===== src/rtl/regfile_wb_scheduler_pkg.sv =====
// Shared register-file writeback definitions.
// Used by the scheduler top and by its IO write FIFO.
package regfile_wb_scheduler_pkg;

  localparam int REG_ADDR_W = 5;
  localparam int DATA_W     = 32;

  localparam logic [REG_ADDR_W-1:0] REG_ZERO = 5'd0;
  localparam logic [REG_ADDR_W-1:0] REG_RA   = 5'd31;

  // Owner of the register-file write slot in the current cycle.
  typedef enum logic [1:0] {
    SLOT_IDLE,
    SLOT_CORE,
    SLOT_IO,
    SLOT_FORCED
  } slot_e;

endpackage


===== src/rtl/regfile_wb_scheduler_io_fifo.sv =====
// Buffer for IO/debug register writes.
// Each entry has a live bit, and an accepted core write to the same register clears it.
module wb_io_fifo
  import regfile_wb_scheduler_pkg::*;
#(
  parameter int DEPTH = 4
) (
  input  logic                          clock,
  input  logic                          reset,
  input  logic                          i_push,
  input  logic [REG_ADDR_W-1:0]         i_waddr,
  input  logic [DATA_W-1:0]             i_wdata,
  input  logic                          i_pop,
  input  logic                          i_kill,
  input  logic [REG_ADDR_W-1:0]         i_kill_addr,
  input  logic [REG_ADDR_W-1:0]         i_rs_addr,
  input  logic [REG_ADDR_W-1:0]         i_rt_addr,
  output logic                          o_head_live,
  output logic [REG_ADDR_W-1:0]         o_head_waddr,
  output logic [DATA_W-1:0]             o_head_wdata,
  output logic [$clog2(DEPTH+1)-1:0]    o_count,
  output logic                          o_full,
  output logic                          o_empty,
  output logic [DEPTH-1:0]              o_match
);

  localparam int PTR_W = $clog2(DEPTH);
  localparam int CNT_W = $clog2(DEPTH+1);

  logic [REG_ADDR_W-1:0] r_waddr [DEPTH];
  logic [DATA_W-1:0]     r_wdata [DEPTH];
  logic [DEPTH-1:0]      r_live;
  logic [PTR_W-1:0]      r_wr_ptr;
  logic [PTR_W-1:0]      r_rd_ptr;
  logic [CNT_W-1:0]      r_count;
  logic [DEPTH-1:0]      w_live_next;

  // Kill first, then pop, then push: a same-cycle push to the killed register is newer.
  always_comb begin
    w_live_next = r_live;
    for (int i = 0; i < DEPTH; i++) begin
      if (i_kill && (r_waddr[i] == i_kill_addr)) w_live_next[i] = 1'b0;
    end
    if (i_pop)  w_live_next[r_rd_ptr] = 1'b0;
    if (i_push) w_live_next[r_wr_ptr] = 1'b1;
  end

  always_ff @(posedge clock) begin
    if (reset) begin
      r_wr_ptr <= '0;
      r_rd_ptr <= '0;
      r_count  <= '0;
      r_live   <= '0;
    end else begin
      if (i_push) begin
        r_waddr[r_wr_ptr] <= i_waddr;
        r_wdata[r_wr_ptr] <= i_wdata;
        r_wr_ptr          <= r_wr_ptr + 1'b1;
      end
      if (i_pop) r_rd_ptr <= r_rd_ptr + 1'b1;
      case ({i_push, i_pop})
        2'b10:   r_count <= r_count + 1'b1;
        2'b01:   r_count <= r_count - 1'b1;
        default: r_count <= r_count;
      endcase
      r_live <= w_live_next;
    end
  end

  always_comb begin
    for (int i = 0; i < DEPTH; i++) begin
      o_match[i] = r_live[i] && (r_waddr[i] != REG_ZERO) &&
                   ((r_waddr[i] == i_rs_addr) || (r_waddr[i] == i_rt_addr));
    end
  end

  assign o_head_live  = r_live[r_rd_ptr];
  assign o_head_waddr = r_waddr[r_rd_ptr];
  assign o_head_wdata = r_wdata[r_rd_ptr];
  assign o_count      = r_count;
  assign o_full       = (r_count == CNT_W'(DEPTH));
  assign o_empty      = (r_count == '0);

endmodule


===== src/rtl/regfile_wb_scheduler.sv =====
// Register-file write-port scheduler: the core writeback has priority and IO writes fill idle slots.
// If the FIFO head waits too long, the core is stalled for one cycle so the head can drain.
module regfile_wb_scheduler
  import regfile_wb_scheduler_pkg::*;
#(
  parameter int DEPTH        = 4,
  parameter int STARVE_LIMIT = 8
) (
  input  logic                          clock,
  input  logic                          reset,
  input  logic                          core_we,
  input  logic [REG_ADDR_W-1:0]         core_waddr,
  input  logic [DATA_W-1:0]             core_wdata,
  input  logic                          io_valid,
  output logic                          io_ready,
  input  logic [REG_ADDR_W-1:0]         io_waddr,
  input  logic [DATA_W-1:0]             io_wdata,
  input  logic [REG_ADDR_W-1:0]         rs_addr,
  input  logic [REG_ADDR_W-1:0]         rt_addr,
  output logic                          stall_core,
  output logic                          pending_hazard,
  output logic                          rf_we,
  output logic [REG_ADDR_W-1:0]         rf_waddr,
  output logic [DATA_W-1:0]             rf_wdata,
  output logic [$clog2(DEPTH+1)-1:0]    fifo_count
);

  localparam int STARVE_W = $clog2(STARVE_LIMIT+1);

  logic                  w_push;
  logic                  w_pop;
  logic                  w_core_win;
  logic                  w_full;
  logic                  w_empty;
  logic                  w_head_live;
  logic [REG_ADDR_W-1:0] w_head_waddr;
  logic [DATA_W-1:0]     w_head_wdata;
  logic [DEPTH-1:0]      w_match;
  slot_e                 w_slot;
  logic                  w_sel_live;
  logic [REG_ADDR_W-1:0] w_sel_addr;
  logic [DATA_W-1:0]     w_sel_data;

  logic [STARVE_W-1:0]   r_starve;
  logic                  r_rf_we;
  logic [REG_ADDR_W-1:0] r_rf_waddr;
  logic [DATA_W-1:0]     r_rf_wdata;

  wb_io_fifo #(.DEPTH(DEPTH)) u_fifo (
    .clock        (clock),
    .reset        (reset),
    .i_push       (w_push),
    .i_waddr      (io_waddr),
    .i_wdata      (io_wdata),
    .i_pop        (w_pop),
    .i_kill       (w_core_win),
    .i_kill_addr  (core_waddr),
    .i_rs_addr    (rs_addr),
    .i_rt_addr    (rt_addr),
    .o_head_live  (w_head_live),
    .o_head_waddr (w_head_waddr),
    .o_head_wdata (w_head_wdata),
    .o_count      (fifo_count),
    .o_full       (w_full),
    .o_empty      (w_empty),
    .o_match      (w_match)
  );

  always_comb begin
    w_slot = SLOT_IDLE;
    if (!w_empty && (r_starve == STARVE_W'(STARVE_LIMIT))) w_slot = SLOT_FORCED;
    else if (core_we)                                       w_slot = SLOT_CORE;
    else if (!w_empty)                                      w_slot = SLOT_IO;
  end

  always_comb begin
    w_sel_live = 1'b0;
    w_sel_addr = REG_ZERO;
    w_sel_data = '0;
    case (w_slot)
      SLOT_CORE: begin
        w_sel_live = 1'b1;
        w_sel_addr = core_waddr;
        w_sel_data = core_wdata;
      end
      SLOT_IO, SLOT_FORCED: begin
        w_sel_live = w_head_live;
        w_sel_addr = w_head_waddr;
        w_sel_data = w_head_wdata;
      end
      default: ;
    endcase
  end

  assign w_core_win = (w_slot == SLOT_CORE);
  assign w_pop      = (w_slot == SLOT_IO) || (w_slot == SLOT_FORCED);
  assign io_ready   = !w_full;
  assign w_push     = io_valid && io_ready;

  always_ff @(posedge clock) begin
    if (reset)                  r_starve <= '0;
    else if (w_empty || w_pop)  r_starve <= '0;
    else if (r_starve != STARVE_W'(STARVE_LIMIT)) r_starve <= r_starve + 1'b1;
  end

  // Address and data hold while the slot is idle; only the write enable drops.
  always_ff @(posedge clock) begin
    if (reset) begin
      r_rf_we    <= 1'b0;
      r_rf_waddr <= REG_ZERO;
      r_rf_wdata <= '0;
    end else begin
      r_rf_we <= w_sel_live && (w_sel_addr != REG_ZERO);
      if (w_slot != SLOT_IDLE) begin
        r_rf_waddr <= w_sel_addr;
        r_rf_wdata <= w_sel_data;
      end
    end
  end

  assign stall_core     = (w_slot == SLOT_FORCED);
  assign pending_hazard = |w_match;
  assign rf_we          = r_rf_we;
  assign rf_waddr       = r_rf_waddr;
  assign rf_wdata       = r_rf_wdata;

endmodule


===== config.mk =====
export PLATFORM = sky130hd
export DESIGN_NAME = regfile_wb_scheduler
export DESIGN_NICKNAME = d
export VERILOG_FILES = /design/src/rtl/regfile_wb_scheduler_pkg.sv /design/src/rtl/regfile_wb_scheduler_io_fifo.sv /design/src/rtl/regfile_wb_scheduler.sv
export SDC_FILE = /design/constraint.sdc
export NUM_CORES = 1
export LEC_CHECK = 0
export ABC_AREA = 1
export CORE_ASPECT_RATIO = 1.4
export CORE_UTILIZATION = 30
export DETAILED_ROUTE_END_ITERATION = 8
export HOLD_SLACK_MARGIN = 0.05
export PLACE_DENSITY = 0.56
export SLEW_MARGIN = 40
export SYNTH_ARGS = -nofsm -noshare
export SYNTH_HDL_FRONTEND = slang
export SYNTH_SLANG_ARGS = --single-unit
export TNS_END_PERCENT = 10

===== constraint.sdc =====
create_clock -name clock -period 3.8 [get_ports clock]
set_clock_uncertainty 0.05 [all_clocks]
set_input_delay 0.38 -clock clock [delete_from_list [all_inputs] [get_ports clock]]
set_output_delay 0.38 -clock clock [all_outputs]
set_load 0.05 [all_outputs]

== Word-level counts from Yosys, hierarchy flattened ==
Memory sizes are Yosys's and may differ from the RTL's. A register that Yosys moved wholly into a read port is not among the register bits.
Cells that the tools add are included.

* Bits in registers: 53
* RAM bits: 148
* Input port bits: 88
* Output and inout port bits: 44
* Word-level logic and storage cells: 104
* Memories kept: 2

{| class="wikitable"
|+ Memory list
! memory !! depth !! width !! rd ports !! clocked after memory_dff !! wr ports !! RTL line !! source
|-
| u_fifo.r_wdata || 4 || 32 || 1 || 1 || 1 || regfile_wb_scheduler_io_fifo.sv:31 || <nowiki>logic [DATA_W-1:0] r_wdata [DEPTH];</nowiki>
|-
| u_fifo.r_waddr || 4 || 5 || 5 || 1 || 1 || regfile_wb_scheduler_io_fifo.sv:30 || <nowiki>logic [REG_ADDR_W-1:0] r_waddr [DEPTH];</nowiki>
|}

* Add/subtract/negate cells: 5
* Order comparisons: 4
* Equal/unequal tests: 20
* Muxes and demuxes: 26
* Bitwise operators: 3
* Reduce and logical (&&, ||, !) cells: 36

{| class="wikitable"
|+ Operators with widths
! operator !! count
|-
| $pmux 32 s2 || 1
|-
| $eq 5x5->1 || 12
|-
| $reduce_bool 5->1 || 5
|-
| $logic_and 1x1->1 || 17
|-
| $mux 2 || 7
|-
| $mux 1 || 10
|-
| $pmux 5 s2 || 1
|-
| $mux 4 || 2
|-
| $eq 2x2->1 const B || 3
|-
| $logic_or 1x1->1 || 6
|-
| $lt 2x3->1 const B || 2
|-
| $pmux 3 s2 || 1
|-
| $add 2x1->2 const B || 2
|-
| $add 4x1->4 const B || 1
|-
| $and 4x4->4 || 1
|-
| $demux 1 s2 || 2
|-
| $eq 2x1->1 const B || 2
|-
| $eq 4x4->1 const B || 1
|-
| $ge 2x1->1 const B || 2
|-
| $ne 4x4->1 const B || 1
|-
| $not 4->4 || 1
|-
| $or 4x4->4 || 1
|-
| $reduce_bool 2->1 || 2
|-
| $reduce_or 2->1 || 2
|-
| other kinds (8) || 9
|}

== Depth between registers and ports, before layout ==
* Depth after elaboration: 11
* Gate-level depth with buffers: 15
* Gate-level depth less buffers: 14

== Cells and area by module ==
A second synthesis with hierarchy kept.

* Cells, all modules: 932
* Area total of the unflattened synthesis: 9059.9 um^2

{| class="wikitable"
|+ Modules (own cells, without submodules)
! module !! instances !! cells an instance !! area each (um^2) !! seq. area each (um^2)
|-
| wb_io_fifo || 1 || 671 || 7166.9 || 4704.5
|-
| regfile_wb_scheduler || 1 || 261 || 1893.1 || 840.8
|}

== Least setup slack after synthesis ==
No wires, ideal clock.

* Path type: register to register
* From: register u_fifo.r_count[0], in the netlist u_fifo.o_count[0]
* To: memory u_fifo.r_waddr[0][0], enable pin
* Setup time: 0.431 ns
* Data arrival time: 3.098 ns
* Required time: 3.319 ns
* Path slack: 0.221 ns
* Cell stages (with the launch flop): 5
* Path buffers: 0
* Clock period less this slack: 3.579 ns
* Path through: dfxtp_1 > nor2_4 > nand2_1 > nand3_1 > nor2_1

* Longest elaborated chain between the ends: 6

{| class="wikitable"
|+ RTL lines
! item !! RTL line !! source
|-
| from (decl) || regfile_wb_scheduler_io_fifo.sv:35 || <nowiki>logic [CNT_W-1:0] r_count;</nowiki>
|-
| from (signal assigned) || regfile_wb_scheduler_io_fifo.sv:62 || <nowiki>2'b10: r_count <= r_count + 1'b1;</nowiki>
|-
| from (signal assigned) || regfile_wb_scheduler_io_fifo.sv:63 || <nowiki>2'b01: r_count <= r_count - 1'b1;</nowiki>
|-
| from (signal assigned) || regfile_wb_scheduler_io_fifo.sv:64 || <nowiki>default: r_count <= r_count;</nowiki>
|-
| $eq 3x3->1 || regfile_wb_scheduler_io_fifo.sv:81 || <nowiki>assign o_full = (r_count == CNT_W'(DEPTH));</nowiki>
|-
| $logic_not 1->1 || regfile_wb_scheduler.sv:97 || <nowiki>assign io_ready = !w_full;</nowiki>
|-
| net io_ready || regfile_wb_scheduler.sv:15 || <nowiki>output logic io_ready,</nowiki>
|-
| $logic_and 1x1->1 || regfile_wb_scheduler.sv:98 || <nowiki>assign w_push = io_valid && io_ready;</nowiki>
|-
| $mux 1 || regfile_wb_scheduler_io_fifo.sv:55 || <nowiki>if (i_push) begin</nowiki>
|-
| $mux 1 || regfile_wb_scheduler_io_fifo.sv:49 || <nowiki>if (reset) begin</nowiki>
|-
| $mux 1 (not written as such) || regfile_wb_scheduler_io_fifo.sv:56 || <nowiki>r_waddr[r_wr_ptr] <= i_waddr;</nowiki>
|-
| to (decl) || regfile_wb_scheduler_io_fifo.sv:30 ||
|}

The timed path passes the listed nets, and every way through them passes these cells.

==> results.txt <==
status = completed
Initial Util = 0.306
row count = 75
CTS max path bufs = 3
Port Buffers = 131
Hold Vio Cnt, Final = 0
layout cells sized above 1 = 0.127
Tcrit/Tclk final = 0.780
Syn Area/Cell = 10.4 µm²
I/O Pins = 132
post-cts hold buffer count = 0
Core Area = 30000 µm²
clk root buf = clkbuf_16
fin nets = 1103
Die Area = 31400 µm²
Tightest Hold Check Type = flip-flop to flip-flop
setup TNS = 0 ps
DR pass1 iterations = 4
nature of the critical path endpoint = output pin
syn_nets = 983
clock transition at the registers of the reported paths = 70 ps
antenna viol nets, final = 0
CP max FO = 4
via count = 6469
Placer Congestion = 0.893
DRT Wirelength = 24.1 mm
# H-tree levels = 1
1st-iter DRT viols = 298
fmax = 0.337 GHz
post-CTS setup buffers = 0
commonest cells after routing, fill and taps aside = 189 x nand2_1, 148 x edfxtp_1, 131 x clkdlybuf4s50_1, 92 x nand3_1, 54 x dfxtp_1
commonest non-fill, non-tap cell in the layout = nand2_1
critical path data required time = 3370 ps
Yosys top cell area share = 0.483
cell taking the most area after synthesis = edfxtp_1
normalized max-slew margin = 0.515
hold slack = 418 ps
fillcell total = 2955
Tot GR Track Use = 0.154
area of the mapped netlist = 9200 µm²
CP Data Arrival Time = 2530 ps
sequential element share of the synthesized area = 0.603
Seq cells post-synth = 203
Area Growth Syn to Fin = 27.7%
worst skew pair latency = 500 ps
Leakage = 4.35 nW
GRT Residual Overflow = 0
CTS sink count = 203
post-synthesis cell count = 883
vias in the first global route = 6487
Slew @ Worst Pin = 727 ps
crit path kind = flip-flop to output pin
Residual DRC = 0
Routed WL per cell = 17.1 µm
number of antenna violations at the first check in global routing = 1
fin crit period = 2960 ps
Yosys cell types = 32
vias per cell = 4.60
CTS Buf Count = 22
Post-CTS Resized = 0
Die Height = 209 µm
die width = 150 µm
CP Launch Type = flip-flop
CTS tree = done
max cap viols = 0
largest net degree at the start of global routing = 75
final-report setup violation count = 0
pwr dens = 639 nW/µm²
Worst VDD drop = 0.000309 V
post-detail-place hpwl = 15.4 mm
first-pass GRT wire length = 36.7 mm
synth warn = 0
Final Core Density = 0.391
largest cells by area after synthesis = edfxtp_1 48%, dfxtp_1 12%, nand2_1 7.7%
unrepaired setup endpoints after global routing = false
Final Max Slew Viols = 0
==> final timing paths <==
check / startpoint / to / slack, ps / cells past startpoint
worst max-delay path: u_fifo.r_waddr[1][1] / pending_hazard / 840 / 9
worst min-delay path: r_starve[0] / r_starve[0] / 420 / 1
worst max register to register: u_fifo.o_count[1] / u_fifo.r_waddr[2][0] / 1440 / 5
worst min register to register: r_starve[0] / r_starve[0] / 420 / 1
==> synth_stat cells, drive strengths merged <==
master	number
a21oi	44
buf	31
dfxtp	55
clkbuf	14
nand4	8
o21ai	52
or2	4
xor2	45
ha	11
edfxtp	148
nand3	93
nor2	77
a31oi	1
nand2	193
inv	55
xnor2	16
fa	1
o22ai	3
nor3	32
==> metrics by stage <==
| step | instances | setup WS [ps] | power (W) | cell area [µm²] |
|---|---|---|---|---|
| 2_1_floorplan | 883 | 221 | 0.00439 | 9200 |
| 3_3_place_gp | 1364 | 948 | 0.00515 | 10900 |
| 3_5_place_dp | 1364 | 960 | 0.00517 | 10900 |
| 4_1_cts | 1404 | 802 | 0.00763 | 11700 |
| 5_1_grt | 1404 | 683 | 0.00790 | 11700 |
| 6_report | 1406 | 836 | 0.00752 | 11800 |
==> state kept, by name, indices dropped and copies added, names as in the netlist, named ones only <==
name	cells
r_starve	4
rf_waddr	5
rf_wdata	32
rf_we	1
u_fifo.o_count	3
u_fifo.r_live	4
u_fifo.r_rd_ptr	2
u_fifo.r_waddr	20
u_fifo.r_wdata	128
u_fifo.r_wr_ptr	2
==> metal layers <==
| metal | share of wire | vias up | GRT usage |
|---|---|---|---|
| li1 | - | 3224 | - |
| met1 | 0.40 | 3046 | 0.177 |
| met2 | 0.53 | 166 | 0.288 |
| met3 | 0.050 | 33 | 0.0251 |
| met4 | 0.020 | 0 | 0.0439 |
| met5 | 0 | - | 0 |
==> power by group <==
part           internal, W  switching (W)
registers          0.00263       0.000141
logic             0.000733        0.00159
clock network      0.00154       0.000893
total              0.00489        0.00262
==> logic make-up (layout without fill, tap and decap cells) <==
logic type	count (synthesis)	after routing	share of synthesized area
adders and majority gates	12	12	0.0171
AOI/OAI and AO/OA	100	100	0.0549
buffers and inverters	100	236	0.0505
DFF	203	203	0.603
other	0	2	0
and+or+nand+nor	407	407	0.217
xor gates and xnor gates	61	61	0.0581
==> worst max-delay path: stages, from the launching register on <==
cell             delay (ps)
edfxtp_1                510
xor2_1                  200
nor2_1                  170
nand3_1                  90
nand2_1                  80
nand2_1                  50
nand2_1                  50
inv_1                    30
nand2_1                  50
clkdlybuf4s50_1         790
==> cell type report <==
cell class / count / area, µm² / area share
flip-flops and latches: 203 / 5550 / 0.472
clock buffers: 24 / 589 / 0.0501
inverters: 55 / 219 / 0.0186
diodes: 2 / 5.00 / 0.000426
repair buffers: 141 / 1440 / 0.123
multi-input cells: 580 / 3220 / 0.274
clock inverters: 16 / 250 / 0.0213
well taps: 385 / 482 / 0.0410
(Power assumes the default switching activity.)
==> edit 1: new RTL, config.mk and constraints unchanged <==
Register the output `fifo_count`, cleared by the reset; this adds one clock of latency there. The other outputs are not delayed to match.
--- a/src/rtl/regfile_wb_scheduler.sv
+++ b/src/rtl/regfile_wb_scheduler.sv
@@ -28,2 +28,4 @@
   localparam int STARVE_W = $clog2(STARVE_LIMIT+1);
+
+  logic [$clog2(DEPTH+1)-1:0] fifo_count_d;
 
@@ -62,3 +64,3 @@
     .o_head_wdata (w_head_wdata),
-    .o_count      (fifo_count),
+    .o_count      (fifo_count_d),
     .o_full       (w_full),
@@ -126,2 +128,10 @@
 
+  always_ff @(posedge clock) begin
+    if (reset) begin
+      fifo_count <= '0;
+    end else begin
+      fifo_count <= fifo_count_d;
+    end
+  end
+
 endmodule
Check against the original RTL: not equivalent (Yosys sat finds a counterexample within 4 cycles, from zero or initial values and one cycle with reset high).
==> edit 1 against the original RTL <==
Count of clock-buffer cells in the layout grew 6. Synthesized area is 1.5% lower. Register-to-register slack better by 0.07 ns. Wire length decreased by 3.0%. Power is 4.9% lower. Setup slack improved by 0.025 ns. Sequential cell count grew 3. Cell area fell by 2.5%. Highest routed layer is now met5.
==> edit 1: results (changes against the original RTL) <==
- Status: finished, final reports clean
- Switching power: 2.55 mW (-2.9%)
- VDD IR-drop max: 0.348 mV (+13%)
- Vias per cell: 4.65 (+1.1%)
- DRT met1 WL: 9.48 mm (-1.4%)
- Routed len/inst: 16.6 µm (-3.0%)
- Worst setup startpoint: u_fifo.r_waddr[0][4]
- Top post-synthesis cells by count: nand2_1 (191), edfxtp_1 (148), nand3_1 (93), nor2_1 (72), dfxtp_1 (58)
- Antenna violations before repair: 2 (+1)
- Num CTS Buffers: 23 (+4.5%)
- Sequential element share of the synthesized area: 61.9% (+1.6 points)
- Global Route Usage Sum: 15.2% (-0.16 points)
- WL met2: 12.0 mm (-5.9%)
- Worst-case reg-to-reg path depth: 9 (+4)
- Starting DRT DRC Count: 279 (-6.4%)
- HPWL Detailed: 14.6 mm (-5.5%)
- Nets: 1,110 (+0.63%)
- Vias in the first global route: 6,568 (+1.2%)
- Net Count, Synth: 988 (+0.51%)
- Placer Congestion: 0.866 (-3.0%)
- Leakage: 4.30 nW (-1.3%)
- Met3 WL: 1.13 mm (-6.5%)
- Hold crit path type: primary input to flip-flop
- Worst EP arrival: 2.51 ns (-0.02 ns)
- Area after DPL: 10,700 µm² (-1.7%)
- R2R Path Start: r_starve[0]
- Most area-consuming cells after synthesis: edfxtp_1 (49%), dfxtp_1 (13%), nand2_1 (7.9%)
- Fraction of layout cells with a size suffix above 1: 7.41% (-5.3 points)
- First-pass GRT wire length: 36.2 mm (-1.4%)
- Reg-to-reg slack, setup: 1.51 ns (+0.07 ns)
- R2R Path End: rf_wdata[29]
- Highest metal used: met5
- Worst-Margin Slew: 0.775 ns (+0.0480 ns)
- Syn Inst Count: 888 (+0.57%)
- DRT Wirelength: 23.4 mm (-3.0%)
==> edit 1: changes by cell type after synthesis, sizes merged, moves of 2 or more <==
cell,before,now
dfxtp,55,58
nor3,32,35
clkinv,0,2
inv,55,53
nand2,193,195
o22ai,3,1
==> edit 1: power groups by stage <==
stage | Clock (mW) | Sequential [mW] | Combinational (mW)
floorplan | 0 | 3.26 | 1.09
global placement | 0 | 2.84 | 2.25
detailed placement | 0 | 2.85 | 2.27
CTS | 2.16 | 2.80 | 2.28
global route | 2.24 | 2.83 | 2.47
finish | 2.10 | 2.80 | 2.25
==> edit 1: worst register-to-register path, cell delays in order (launching register included) <==
cell	delay (ns)
dfxtp_1	0.33
inv_1	0.06
ha_1	0.13
nand2_1	0.10
nor2_4	0.14
nand2_4	0.10
nand2_4	0.15
clkinv_2	0.53
a21oi_1	0.50
nor3_1	0.09
==> edit 1: worst min path at each step <==
stage | from | end | slack (ns) | depth (start not counted)
global route | core_wdata[28] | rf_wdata[28] | 0.42 | 3
detailed placement | r_starve[0] | r_starve[0] | 0.41 | 1
global placement | r_starve[0] | r_starve[0] | 0.40 | 1
floorplan | r_starve[0] | r_starve[0] | 0.38 | 1
CTS | core_wdata[27] | rf_wdata[27] | 0.40 | 3
finish | core_wdata[28] | rf_wdata[28] | 0.41 | 3
==> edit 1: metrics by stage <==
stage / hold slack, ns / worst slack (ns) / util (%)
after global placement: 0.401 / 0.964 / 36.4
after global routing: 0.417 / 0.652 / 38.9
after CTS: 0.396 / 0.822 / 38.8
after detailed placement: 0.415 / 0.980 / 36.4
after floorplan: 0.380 / 0.635 / -
final: 0.414 / 0.861 / 38.9
==> edit 1: layout make-up <==
class | count | area, µm²
multi-input combinational | 583 | 3050
clock buffer | 30 | 622
clock inverter | 11 | 90.1
timing repair buffer | 141 | 1400
tap | 380 | 475
inverter | 55 | 213
fill | 2873 | 18000
antenna | 1 | 2.50
sequential | 206 | 5610
==> edit 1: routing by layer <==
metal,up-vias,GRT usage (%)
li1,3240,-
met1,3104,18.0
met2,154,27.2
met3,48,2.31
met4,2,6.23
met5,-,0
==> edit 1: cells by family after synthesis <==
logic type | count (synthesis) | share of synthesized area (%)
AOI/OAI and AO/OA | 98 | 5.43
and+or+nand+nor | 412 | 20.3
adders and majority gates | 12 | 1.74
buffers and inverters | 99 | 4.82
xor gates and xnor gates | 61 | 5.90
DFF | 206 | 61.9
==> edit 2: new RTL, config.mk and constraints unchanged <==
Made on the original files. `DEPTH` is set to 4 in 2 places; all go to 8.
--- a/src/rtl/regfile_wb_scheduler_io_fifo.sv
+++ b/src/rtl/regfile_wb_scheduler_io_fifo.sv
@@ -5,3 +5,3 @@
 #(
-  parameter int DEPTH = 4
+  parameter int DEPTH = 8
 ) (
--- a/src/rtl/regfile_wb_scheduler.sv
+++ b/src/rtl/regfile_wb_scheduler.sv
@@ -5,3 +5,3 @@
 #(
-  parameter int DEPTH        = 4,
+  parameter int DEPTH        = 8,
   parameter int STARVE_LIMIT = 8
Ports: changed (resized fifo_count); port bits go from 132 to 133. The function was not compared with the original's and may differ.
==> edit 2 against the original RTL <==
Critical path depth up 1. Setup slack worse by 0.32 ns. First-iteration DRC count rose to 3.0 times the old value. Die area up 77%. Register-to-register slack worse by 0.33 ns. Wire length up 95%. Sequential cell count up 156. Synthesized area up 78%. Cell area up 67%. Sequential power up 68%. Final cell count up 74%. Power up 50%. Critical endpoint unchanged. Highest routed layer is now met5.
==> edit 2: results (changes against the original RTL) <==
- Max H-tree Level: 2 (+1)
- Highest metal used: met5
- Most area-consuming cells after synthesis: edfxtp_1 (54%), dfxtp_1 (7.7%), nand2_1 (7.6%)
- Top post-synthesis cells by count: nand2_1 (333), edfxtp_1 (296), nor2_1 (213), a21oi_1 (132), inv_1 (79)
- Fill cells: 5,387 (+82%)
- HPWL Detailed: 29.3 mm (+90%)
- Area fraction in compound gates after synthesis: 9.35% (+3.9 points)
- Non-clk buf share: 8.03% (-4.2 points)
- Starting DRT DRC Count: 885 (+200%)
- GR Util met3: 1.99% (-0.52 points)
- First-pass DRT Iterations: 5 (+1)
- Net Count, Synth: 1,686 (+72%)
- Post-synth EDFFs: 296 (+100%)
- Port Buffers: 132 (+0.76%)
- Worst skew pair latency: 0.53 ns (+0.03 ns)
- Reg-to-reg slack, setup: 1.11 ns (-0.33 ns)
- Vias in the first global route: 11,707 (+80%)
- Placed insts: 2,380 (+74%)
- Number of antenna diodes: 0 (-2)
- Worst-path maximum fanout: 11 (+7)
- Status: finished, final reports clean
- Sequential cell area share: 51.7% (+4.5 points)
- Global Route Usage Sum: 16.9% (+1.5 points)
- WL met2: 23.9 mm (+87%)
- Worst EP arrival: 2.86 ns (+0.33 ns)
- Netlist cell types: 31 (-3.1%)
- Worst-Margin Slew: 0.838 ns (+0.111 ns)
- Placer Congestion: 0.946 (+6.0%)
- Worst-case reg-to-reg path depth: 11 (+6)
- Syn_area_per_cell: 10.3 µm² (-1.2%)
- # clk buffers: 44 (+83%)
- Repair and plain buffers: 156 (+11%)
- Hold crit path type: primary input to flip-flop
- VDD IR-drop max: 0.327 mV (+5.8%)
- Leakage: 7.16 nW (+64%)
- Multi-In Gates: 1,059 (+83%)
- Clock-cell share: 6.15% (-0.99 points)
- Sequential element share of the synthesized area: 62.0% (+1.7 points)
- Vias per cell: 4.85 (+5.4%)
- Worst-case hold slack: 0.421 ns (+0.00247 ns)
- Worst setup startpoint: rt_addr[4]
- Num CTS Buffers: 36 (+64%)
- R2R Path Start: r_starve[0]
- First-pass GRT wire length: 70.7 mm (+93%)
- DRT met1 WL: 19.4 mm (+100%)
edit 2: power by group:
part	internal, mW	switching (mW)	total [mW]
clock	2.10	1.51	3.62
sequential	4.49	0.154	4.65
combinational	0.925	2.12	3.04
edit 2: through the flow:
stage / TNS [ns] / setup slack (ns) / power, mW / area (µm²) / utilization (%)
3_5_place_dp: 0 / 0.505 / 7.82 / 18400 / 34.1
5_1_grt: 0 / 0.403 / 11.8 / 19600 / 36.3
4_1_cts: 0 / 0.482 / 11.5 / 19600 / 36.3
2_1_floorplan: -27.22 / -0.116 / 6.89 / 16400 / -
6_report: 0 / 0.513 / 11.3 / 19600 / 36.3
3_3_place_gp: 0 / 0.495 / 7.77 / 18400 / 34.0
edit 2: worst min-delay path by stage:
| stage | start | endpoint | cells past startpoint |
|---|---|---|---|
| floorplan | r_starve[0] | r_starve[0] | 1 |
| global placement | r_starve[0] | r_starve[0] | 1 |
| detailed placement | r_starve[0] | r_starve[0] | 1 |
| CTS | core_wdata[24] | rf_wdata[24] | 3 |
| global route | core_wdata[7] | rf_wdata[7] | 3 |
| finish | core_wdata[8] | rf_wdata[8] | 3 |
edit 2: critical path, delay by kind of cell:
kind / cells / cell delay [ns]
and+or+nand+nor: 7 / 0.80
buffers and inverters: 2 / 1.52
AOI/OAI and AO/OA: 1 / 0.15
edit 2: cells by family (layout without fill, tap and decap cells):
logic type,after synthesis,count (layout)
AND/OR/NAND/NOR,689,689
flip-flops,359,359
AO/OA/AOI/OAI,271,271
buffers and inverters,173,307
XOR/XNOR,92,92
adder cells (fa/ha/maj),7,7
